===== config.mk =====
export PLATFORM = sky130hd
export DESIGN_NAME = rr_reg_write_arbiter
export DESIGN_NICKNAME = d
export VERILOG_FILES = /design/src/rtl/rr_reg_write_arbiter.sv
export SDC_FILE = /design/constraint.sdc
export NUM_CORES = 1
export LEC_CHECK = 0
export CORE_UTILIZATION = 36
export CTS_BUF_LIST = sky130_fd_sc_hd__clkbuf_4
export CTS_CLUSTER_DIAMETER = 200
export DETAILED_ROUTE_END_ITERATION = 7
export GPL_TIMING_DRIVEN = 0
export PLACE_DENSITY = 0.82
export REMOVE_ABC_BUFFERS = 1
export SLEW_MARGIN = 5
export SYNTH_ARGS = -nofsm -noshare
export SYNTH_HDL_FRONTEND = slang
export SYNTH_SLANG_ARGS = --single-unit
export TNS_END_PERCENT = 50

===== constraint.sdc =====
create_clock -name clock -period 1.4 [get_ports clock]
set_input_delay 0.42 -clock clock [delete_from_list [all_inputs] [get_ports clock]]
set_output_delay 0.42 -clock clock [all_outputs]
set_load 0.03 [all_outputs]

===== src/rtl/rr_reg_write_arbiter.sv =====
// rr_reg_write_arbiter
//   Round-robin arbiter that shares one WIDTH-bit register (true and complement
//   outputs) among NUM_REQ requesters. A transaction walks IDLE -> GRANT -> ACK:
//   the winner is granted, its data is written into the register, then it is
//   acknowledged with a one-cycle pulse. This block is the only writer of Q/Qbar.
//
//   Optional feature macro: RR_REG_WRITE_ARBITER_LOCK_EN
//     When defined, adds a per-requester `lock` input. A requester that holds
//     lock during its ACK cycle is re-granted at the next arbitration (if still
//     requesting), for at most 4 consecutive transactions in total.
//
// Ports
//   clock    in   rising-edge system clock
//   reset_n  in   asynchronous active-low reset
//   req      in   [NUM_REQ]        per-requester level write request
//   wdata    in   [NUM_REQ*WIDTH]  requester i data in [i*WIDTH +: WIDTH]
//   lock     in   [NUM_REQ]        (LOCK_EN builds only) re-grant request
//   gnt      out  [NUM_REQ]        registered one-hot grant
//   ack      out  [NUM_REQ]        registered one-hot write-done pulse
//   busy     out  high whenever the FSM is not idle
//   Q        out  [WIDTH]          stored register value
//   Qbar     out  [WIDTH]          bitwise complement of Q

module rr_reg_write_arbiter #(
    parameter int unsigned NUM_REQ = 4,
    parameter int unsigned WIDTH   = 8
) (
    input  logic                     clock,
    input  logic                     reset_n,
    input  logic [NUM_REQ-1:0]       req,
    input  logic [NUM_REQ*WIDTH-1:0] wdata,
`ifdef RR_REG_WRITE_ARBITER_LOCK_EN
    input  logic [NUM_REQ-1:0]       lock,
`endif
    output logic [NUM_REQ-1:0]       gnt,
    output logic [NUM_REQ-1:0]       ack,
    output logic                     busy,
    output logic [WIDTH-1:0]         Q,
    output logic [WIDTH-1:0]         Qbar
);

    localparam int unsigned PtrW = (NUM_REQ > 1) ? $clog2(NUM_REQ) : 1;
    localparam logic [PtrW-1:0] PtrRst = PtrW'(NUM_REQ - 1);

    typedef enum logic [1:0] {
        StIdle,
        StGrant,
        StAck
    } state_e;

    state_e             state_q, state_d;
    logic [NUM_REQ-1:0] gnt_q, gnt_d;
    logic [NUM_REQ-1:0] ack_q, ack_d;
    logic [WIDTH-1:0]   q_q, q_d;
    logic [PtrW-1:0]    ptr_q, ptr_d;   // last committed winner
    logic [PtrW-1:0]    win_q, win_d;   // requester currently granted

    // Unpacked view of the write data bus.
    logic [WIDTH-1:0] wdata_arr [NUM_REQ];
    for (genvar g = 0; g < NUM_REQ; g++) begin : g_wdata
        assign wdata_arr[g] = wdata[g*WIDTH +: WIDTH];
    end

    // Round-robin search: first asserted req above ptr_q, wrapping.
    logic [PtrW-1:0] rr_idx;
    logic [PtrW-1:0] cand;
    logic            rr_found;

    always_comb begin
        rr_idx   = ptr_q;
        rr_found = 1'b0;
        cand     = '0;
        for (int unsigned i = 1; i <= NUM_REQ; i++) begin
            cand = PtrW'((32'(ptr_q) + i) % NUM_REQ);
            if (!rr_found && req[cand]) begin
                rr_found = 1'b1;
                rr_idx   = cand;
            end
        end
    end

    logic [PtrW-1:0] sel_idx;

`ifdef RR_REG_WRITE_ARBITER_LOCK_EN
    logic       lock_pend_q, lock_pend_d;  // last winner asked to keep the grant
    logic [1:0] lock_cnt_q, lock_cnt_d;    // consecutive locked re-grants so far
    logic       use_lock;

    // Three locked re-grants after the initial grant gives 4 transactions max.
    assign use_lock = lock_pend_q && req[ptr_q] && (lock_cnt_q != 2'd3);
    assign sel_idx  = use_lock ? ptr_q : rr_idx;
`else
    assign sel_idx  = rr_idx;
`endif

    always_comb begin
        state_d = state_q;
        gnt_d   = '0;
        ack_d   = '0;
        q_d     = q_q;
        ptr_d   = ptr_q;
        win_d   = win_q;
`ifdef RR_REG_WRITE_ARBITER_LOCK_EN
        lock_pend_d = lock_pend_q;
        lock_cnt_d  = lock_cnt_q;
`endif
        unique case (state_q)
            StIdle: begin
                if (|req) begin
                    win_d          = sel_idx;
                    gnt_d[sel_idx] = 1'b1;
                    state_d        = StGrant;
`ifdef RR_REG_WRITE_ARBITER_LOCK_EN
                    lock_pend_d = 1'b0;
                    lock_cnt_d  = use_lock ? lock_cnt_q + 2'd1 : 2'd0;
`endif
                end
            end
            StGrant: begin
                // Commit only if the winner is still requesting; otherwise abort.
                if (req[win_q]) begin
                    q_d          = wdata_arr[win_q];
                    ack_d[win_q] = 1'b1;
                    ptr_d        = win_q;
                    state_d      = StAck;
                end else begin
                    state_d = StIdle;
                end
            end
            StAck: begin
                state_d = StIdle;
`ifdef RR_REG_WRITE_ARBITER_LOCK_EN
                lock_pend_d = lock[ptr_q];
`endif
            end
            default: begin
                state_d = StIdle;
            end
        endcase
    end

    always_ff @(posedge clock or negedge reset_n) begin
        if (!reset_n) begin
            state_q <= StIdle;
            gnt_q   <= '0;
            ack_q   <= '0;
            q_q     <= '0;
            ptr_q   <= PtrRst;
            win_q   <= '0;
`ifdef RR_REG_WRITE_ARBITER_LOCK_EN
            lock_pend_q <= 1'b0;
            lock_cnt_q  <= 2'd0;
`endif
        end else begin
            state_q <= state_d;
            gnt_q   <= gnt_d;
            ack_q   <= ack_d;
            q_q     <= q_d;
            ptr_q   <= ptr_d;
            win_q   <= win_d;
`ifdef RR_REG_WRITE_ARBITER_LOCK_EN
            lock_pend_q <= lock_pend_d;
            lock_cnt_q  <= lock_cnt_d;
`endif
        end
    end

    assign gnt  = gnt_q;
    assign ack  = ack_q;
    assign busy = (state_q != StIdle);
    assign Q    = q_q;
    assign Qbar = ~q_q;

endmodule


======== Word level (Yosys, flattened, before mapping) ========
Index checks and enable logic that the tools add are counted.
word-level totals
  register bits after elaboration ......... 22
  bits in latches ......................... 0
  RAM bits ................................ 0
  memory bits (read-only) ................. 0
  input port bits ......................... 38
  memories ................................ 0
cells by class
  add/sub/neg operators ................... 4
  $mul .................................... 0
  div/mod/pow operators ................... 0
  magnitude comparators ................... 9
  equal/unequal tests ..................... 2
  shift-type cells ........................ 0
  muxes and demuxes ....................... 31
  bitwise logic cells ..................... 2
  reduce and logical (&&, ||, !) cells .... 13
operators with widths
  cell                   count
  $lt A2 B3 Y1 const B   6
  $bmux W8 S2            1
  $mux W4                4
  $mux W8                2
  $mux W2                6
  $bmux W1 S2            5
  $mux W1                10
  $not A8 Y8             1
  $logic_and A1 B1 Y1    5
  $add A2 B1 Y2 const B  2
  $add A2 B2 Y2 const B  2
  $demux W1 S2           2
  $ge A2 B1 Y1 const B   2
  $pmux W2 S2            1
  $reduce_and A2 Y1      2
  $reduce_or A4 Y1       1
  $ge A3 B3 Y1 const B   1
  $logic_not A1 Y1       3
  $not A2 Y3             1
  $eq A2 B1 Y1 const B   1
  $logic_not A2 Y1       1
  $ne A2 B2 Y1 const B   1
  $reduce_bool A2 Y1     1

======== Longest topological paths before layout ========
Gate-level depths: netlist of the first run.
  depth in word-level cells ............... 19
  depth in mapped cells ................... 5
  mapped depth without buffers ............ 4

======== Worst setup path after synthesis of the first run ========
Ideal clock, no wire load.
  path kind ............................... reg2reg
  start point ............................. register win_q[1]
  end point ............................... register q_q[0] (netlist: Q[0])
  library setup time ...................... 0.125 ns
  arrival ................................. 1.365 ns
  path slack .............................. -0.090 ns
  stages on the path, launching flop included .. 5
  path buffers ............................ 0
  clock period less this slack ............ 1.490 ns
  cells stage by stage .................... dfrtp_1 or3b_4 a21o_4 nand2_8 mux2_4
on the way
  word-level cells in the longest chain between the ends .. 4
  elaborated cells on any way between the ends .. 7
  classes of those cells .................. mux (5); bitwise (1); reduce/logical (1)
ends and longest elaborated chain
  item                                        RTL line  source
  start: declaration                          56        logic [PtrW-1:0] win_q, win_d;
  start signal: assignment                    160       win_q <= win_d;
  $not A2 Y3 (not written as such)            122       q_d = wdata_arr[win_q];
  $bmux W8 S2                                 122
  $mux W8 (not written as such) (2 in a row)  122
  end signal: assignment                      158       q_q <= q_d;
  end: declaration                            54        logic [WIDTH-1:0] q_q, q_d;
Parallel ways exist; a longest one is shown, timed or not. The select of a mux whose other input is x is not followed.
A chain may end at the register's enable or synchronous reset.

======== Worst setup path in the final report of the first run ========
  start point ............................. register win_q[1]
  end point ............................... register q_q[2] (netlist: Q[2])
Same word-level chain as after synthesis.

==> reports/metrics.cfg, run 1 <==
[run_status]
status=finished with violations
failed_checks=setup timing

[routing]
drc_errors=0
ant_nets=0
vias=1010
wl_um=3230
drt_iter0_markers=28
avgViaCountPerCell=4.93
first_pass_iters=4
wire_per_inst_um=15.8

[clock_network]
clockBufferDepth=2
clk_latency_ns=0.30
clock-root-buffer=clkbuf_4
clk_pin_slew_ns=0.11
htree_levels=1
cts_made_buffers=3
cts_tree=built
numClockSinks=22

[floorplanning]
rows=20
ioPinCount=63
initial_core_util=0.381
die-area_um2=3490
die_x_um=59.1
die_y_um=59.1
core_um2=3080

[worst_hold_path]
hold_path_class=in -> async

[timing]
maxSlewViolCount=0
clock.fmax_ghz=0.633
setup_viol=13
fin_worst_skew_ns=0.00265
setup_ws_ns=-0.181
max-slew-margin-rel=0.366
finalCritPeriodShare=1.13
rsz0062_at_grt=true
finalHoldViolCount=0
worstMarginPinSlew_ns=0.950
fin_crit_ns=1.58

[worst_setup_path]
rr_worst_depth=4
cpLargestDelayFamily=simple AND/OR/NAND/NOR gates
worst-path-buf-inv=0
critical_path_arrival_ns=1.77
crit_path_end_kind=register
critPathRequiredTime_ns=1.59
worstSetupPathType=reg -> reg
critPathMaxFanout=5
crit_cells=4
crit_slowest_cell=dfrtp_2
cpPeakStageDelay_ns=0.42
cp_cell_sequence=or3b_4 > a21o_4 > nand2_8 > mux2_4
cp-start-kind=register

[placed_design]
dpl_cell_area_um2=1830
routabilityCongestion=0.694
dp_hpwl_um=2230
dp.cells=193
place.port_buffers=62

[synth]
async_flop_share=1.00
ys_seq_elements=22
synth_edf_count=0
synth_area_um2=1170
yosys.cell_types.count=26
yosysMostFrequentCell=dfrtp_1
synth_top_area_cell=dfrtp_1
synth_commonest_cells=dfrtp_1, inv_1, mux2_4
synth-seq-area-share=0.471
syn-instance-count=89
synth_top_cell_area_share=0.426
ys_warn_count=0
syn_area_per_cell_um2=13.2
ys_top_cells_by_area=dfrtp_1, mux4_2, mux2_4, dfstp_2, inv_1
ys.flop_type=dfrtp_1

[layout]
finalInstanceArea_um2=1960
utilization=0.637
layout-drive-gt1-share=0.422
instances_no_fill=205
area_growth_syn_to_layout_pct=67.2
nets=200
antenna_cells_inserted=0

[global_routing]
grt_max_degree=23
groute.usage.overall=0.189
grt_pass1_wl_um=4610
antenna_found_initial=0
grt_pass1_vias=943
grt_overflow_total=0

[power_and_ir_drop]
p_per_area_nw_per_um2=2280
ir_drop_mv=0.929
leakage_nw=0.886
report.power.total_mw=4.48

[run]
drv_cap=0

==> cell families (layout without fill, tap and decap cells) <==
family,after synthesis,in the layout,synth area share
multiplexers,17,17,0.269
flip-flops,22,22,0.471
buffers and inverters,11,82,0.0448
AND/OR/NAND/NOR,30,31,0.155
AO/OA/AOI/OAI,9,9,0.0608
==> power by group <==
group | internal, mW | switching [mW] | total, mW
combinational | 1.48 | 1.53 | 3.02
clock | 0.104 | 0.175 | 0.279
sequential | 0.950 | 0.234 | 1.18
total | 2.54 | 1.94 | 4.48
==> registers in the layout, summed over array words and instances, names as in the netlist <==
name     count
ptr_q        2
win_q        2
gnt          4
ack          4
state_q      2
Q            8
==> placed cells by master, fill, tap and decap left out, types with 2 or more instances in the layout <==
cell type,instances
dlymetal6s2s_1,3
buf_6,4
dfrtp_1,18
dlygate4sd2_1,2
inv_1,8
nor3_2,2
clkdlybuf4s15_2,11
clkdlybuf4s50_1,32
mux4_2,8
mux2_4,9
nand2_8,2
buf_2,5
nor2_1,6
nand2_1,6
nand3b_1,2
a21o_4,2
nor3b_1,2
a21oi_1,4
dfstp_2,2
clkbuf_4,3
nand2b_1,4
buf_4,11
==> final timing paths <==
| kind | from | end | slack (ns) |
|---|---|---|---|
| min in group clock | req[0] | ack[0] | 0.50 |
| max in group asynchronous | reset_n | win_q[0] | 0.47 |
| setup / recovery | win_q[1] | Q[2] | -0.18 |
| hold reg to reg | ptr_q[1] | ptr_q[1] | 0.54 |
| hold / removal | reset_n | Q[7] | 0.25 |
| setup reg to reg | win_q[1] | Q[2] | -0.18 |
==> layer usage <==
metal | vias to the layer above | GRT usage | share of wire
li1 | 462 | - | -
met1 | 476 | 0.224 | 0.41
met2 | 64 | 0.323 | 0.48
met3 | 8 | 0.0502 | 0.094
met4 | 0 | 0.0816 | 0.020
met5 | - | 0 | 0
==> stage by stage <==
| stage | hold WS, ns | setup TNS [ns] | worst slack (ns) |
|---|---|---|---|
| after floorplan | 0.124 | -2.15 | -0.243 |
| after global placement | 0.483 | -13.23 | -0.577 |
| after detailed placement | 0.514 | -14.52 | -0.584 |
| after CTS | 0.532 | -2.19 | -0.185 |
| after global routing | 0.307 | -2.30 | -0.206 |
| final | 0.248 | -1.74 | -0.181 |
==> worst register-to-register path: stages, from the launching register on <==
cell	delay, ns
dfrtp_2	0.42
or3b_4	0.41
a21o_4	0.24
nand2_8	0.11
mux2_4	0.30
==> area by class of cell <==
cell class	instances	area, µm²
sequential	22	558
clock inverter	1	3.75
timing repair buffer	69	672
tap	44	55.1
clock buffer	3	22.5
fill	240	1120
inverter	9	33.8
multi-input combinational	57	617
==> what timing repair did <==
action,in CTS,in global routing
setup buffers,5,2
gates resized for setup,113,28
pin swaps,4,4
hold buffers,0,0
setup endpoints to repair,42,38
cloned,1,0
No activity file was read; power rests on OpenSTA's default activity.
==> run 2, diff against run 1 <==
--- a/config.mk
+++ b/config.mk
@@ -11,6 +11,7 @@
 export DETAILED_ROUTE_END_ITERATION = 7
 export GPL_TIMING_DRIVEN = 0
 export PLACE_DENSITY = 0.82
+export RECOVER_POWER = 100
 export REMOVE_ABC_BUFFERS = 1
 export SLEW_MARGIN = 5
 export SYNTH_ARGS = -nofsm -noshare
==> run 2 against run 1 <==
The flow still finishes with violations (setup timing). Largest power group unchanged. Die area is the same. Sequential share of layout area grew 0.13 points. Critical path type unchanged. Critical path depth is the same. Wire length shrank 0.12%. Sequential power is essentially flat. Clock skew is the same. Clock power is essentially flat. Clock-buffer cell count is the same. Cell count is the same. Setup slack is the same. Non-clock buffer count is the same. First-iteration DRC count is the same.
==> reports/metrics.cfg, run 2 (same netlist as run 1, synthesis figures left out) <==
[run_status]
status=finished with violations  ; unchanged
failed_checks=setup timing  ; unchanged

[power_and_ir_drop]
leakage_nw=0.874  ; was 0.886 nW
p_per_area_nw_per_um2=2290  ; was 2280 nW/µm²
ir_drop_mv=0.928  ; was 0.929 mV

[worst_setup_path]
crit_path_end_kind=register  ; unchanged
critPathMaxFanout=5  ; unchanged
cp-start-kind=register  ; unchanged
worstSetupPathType=reg -> reg  ; unchanged
critPathRequiredTime_ns=1.59  ; about the same
critical_path_arrival_ns=1.77  ; about the same
reg2reg_slack_ns=-0.18  ; about the same

[routing]
first_pass_iters=4  ; unchanged
wl_um=3230  ; about the same
avgViaCountPerCell=4.93  ; unchanged
drt_iter0_markers=28  ; unchanged
drc_errors=0  ; unchanged
ant_nets=0  ; unchanged
vias=1010  ; unchanged
wire_per_inst_um=15.7  ; was 15.8 µm

[timing]
worstMarginPinSlew_ns=1.14  ; was 0.950 ns
max-slew-margin-rel=0.240  ; was 0.366
fin_crit_ns=1.58  ; unchanged
whs_ns=0.312  ; was 0.248 ns
clock.fmax_ghz=0.633  ; unchanged
fin_worst_skew_ns=0.00265  ; unchanged
setup_ws_ns=-0.181  ; unchanged
setup_viol=13  ; unchanged
fin_tns_setup_ns=-1.75  ; was -1.74 ns
maxSlewViolCount=0  ; unchanged
finalHoldViolCount=0  ; unchanged
finalCritPeriodShare=1.13  ; unchanged
rsz0062_at_grt=true  ; unchanged

[floorplanning]
ioPinCount=63  ; unchanged
initial_core_util=0.381  ; unchanged
rows=20  ; unchanged
die_x_um=59.1  ; unchanged
die-area_um2=3490  ; unchanged
core_um2=3080  ; unchanged
die_y_um=59.1  ; unchanged

[clock_network]
clk_pin_slew_ns=0.11  ; about the same
clockBufferDepth=2  ; unchanged
cts_made_buffers=3  ; unchanged
numClockSinks=22  ; unchanged
htree_levels=1  ; unchanged
clk_latency_ns=0.30  ; about the same
clock-root-buffer=clkbuf_4  ; unchanged
cts_tree=built  ; unchanged

[placed_design]
dp.cells=193  ; unchanged
routabilityCongestion=0.694  ; unchanged
dpl_cell_area_um2=1830  ; unchanged
place.port_buffers=62  ; unchanged
dp_hpwl_um=2230  ; unchanged

[layout]
num-fill-cells=240  ; unchanged
final_common_cell=clkdlybuf4s50_1  ; unchanged
mostFrequentLayoutCells=clkdlybuf4s50_1, dfrtp_1, clkdlybuf4s15_2, buf_4, mux2_4  ; unchanged
instances_no_fill=205  ; unchanged
area_growth_syn_to_layout_pct=66.4  ; was 67.2%
multi_input_comb_area_um2=617  ; unchanged
layout-drive-gt1-share=0.422  ; unchanged
seq_area_um2=558  ; unchanged
largest_reg_flops=8  ; unchanged
antenna_cells_inserted=0  ; unchanged
nets=200  ; unchanged
finalInstanceArea_um2=1950  ; was 1960 µm²

[global_routing]
grt_pass1_vias=943  ; unchanged
grt_overflow_total=0  ; unchanged
grt_pass1_wl_um=4610  ; unchanged
groute.usage.overall=0.189  ; unchanged
grt_max_degree=23  ; unchanged
antenna_found_initial=0  ; unchanged

[run]
drv_cap=0  ; unchanged

[worst_hold_path]
hold_path_class=in -> async  ; unchanged

## run 2: cell types whose count changed in the layout (fill, tap and decap cells not counted)
cell            change
dlymetal6s2s_1      -1
clkbuf_1            +1
## run 2: where the power goes
group / internal, mW / total (mW) / switching [mW]
Sequential: 0.950 / 1.18 / 0.234
Clock: 0.104 / 0.279 / 0.175
Combinational: 1.48 / 3.01 / 1.53
Total: 2.53 / 4.48 / 1.94
## run 2: per-layer routing
| metal | vias to the layer above | part of all wire | global-route usage |
|---|---|---|---|
| met3 | 8 | 0.095 | 0.0502 |
| met4 | 0 | 0.020 | 0.0816 |
| met5 | - | 0 | 0 |
| met2 | 64 | 0.48 | 0.323 |
| li1 | 462 | - | - |
| met1 | 476 | 0.41 | 0.224 |
## run 2: final cells by class
cell class | count | area share
multi-input combinational | 57 | 0.316
timing repair buffer | 69 | 0.340
tap | 44 | 0.0282
clock buffer | 3 | 0.0115
inverter | 9 | 0.0173
sequential | 22 | 0.286
clock inverter | 1 | 0.00192
## run 2: through the flow
stage / setup slack [ns] / power [mW] / utilization
6_report: -0.181 / 4.48 / 0.635
5_1_grt: -0.206 / 4.72 / 0.635
4_1_cts: -0.185 / 4.27 / 0.616
3_5_place_dp: -0.584 / 3.92 / 0.595
3_3_place_gp: -0.577 / 3.86 / 0.595
2_1_floorplan: -0.243 / 2.94 / -
## run 2: what timing repair did
action	CTS	global route
buffers inserted	5	2
hold buffers	0	0
cloned	1	0
resized for setup	113	28
setup endpoints to repair	42	38
pin swaps	4	4
## run 2: critical path, stage by stage (launching register included)
cell and delay, ns:
dfrtp_2 0.42, or3b_4 0.41, a21o_4 0.24, nand2_8 0.10, mux2_4 0.30
## run 2: final timing paths
check | startpoint | to | cells past startpoint
worst max-delay path | win_q[1] | Q[2] | 4
worst min-delay path | reset_n | Q[7] | 1
worst max register to register | win_q[1] | Q[2] | 4
worst min register to register | ptr_q[1] | ptr_q[1] | 2
max in group asynchronous | reset_n | win_q[0] | 1
min in group clock | req[0] | ack[0] | 3
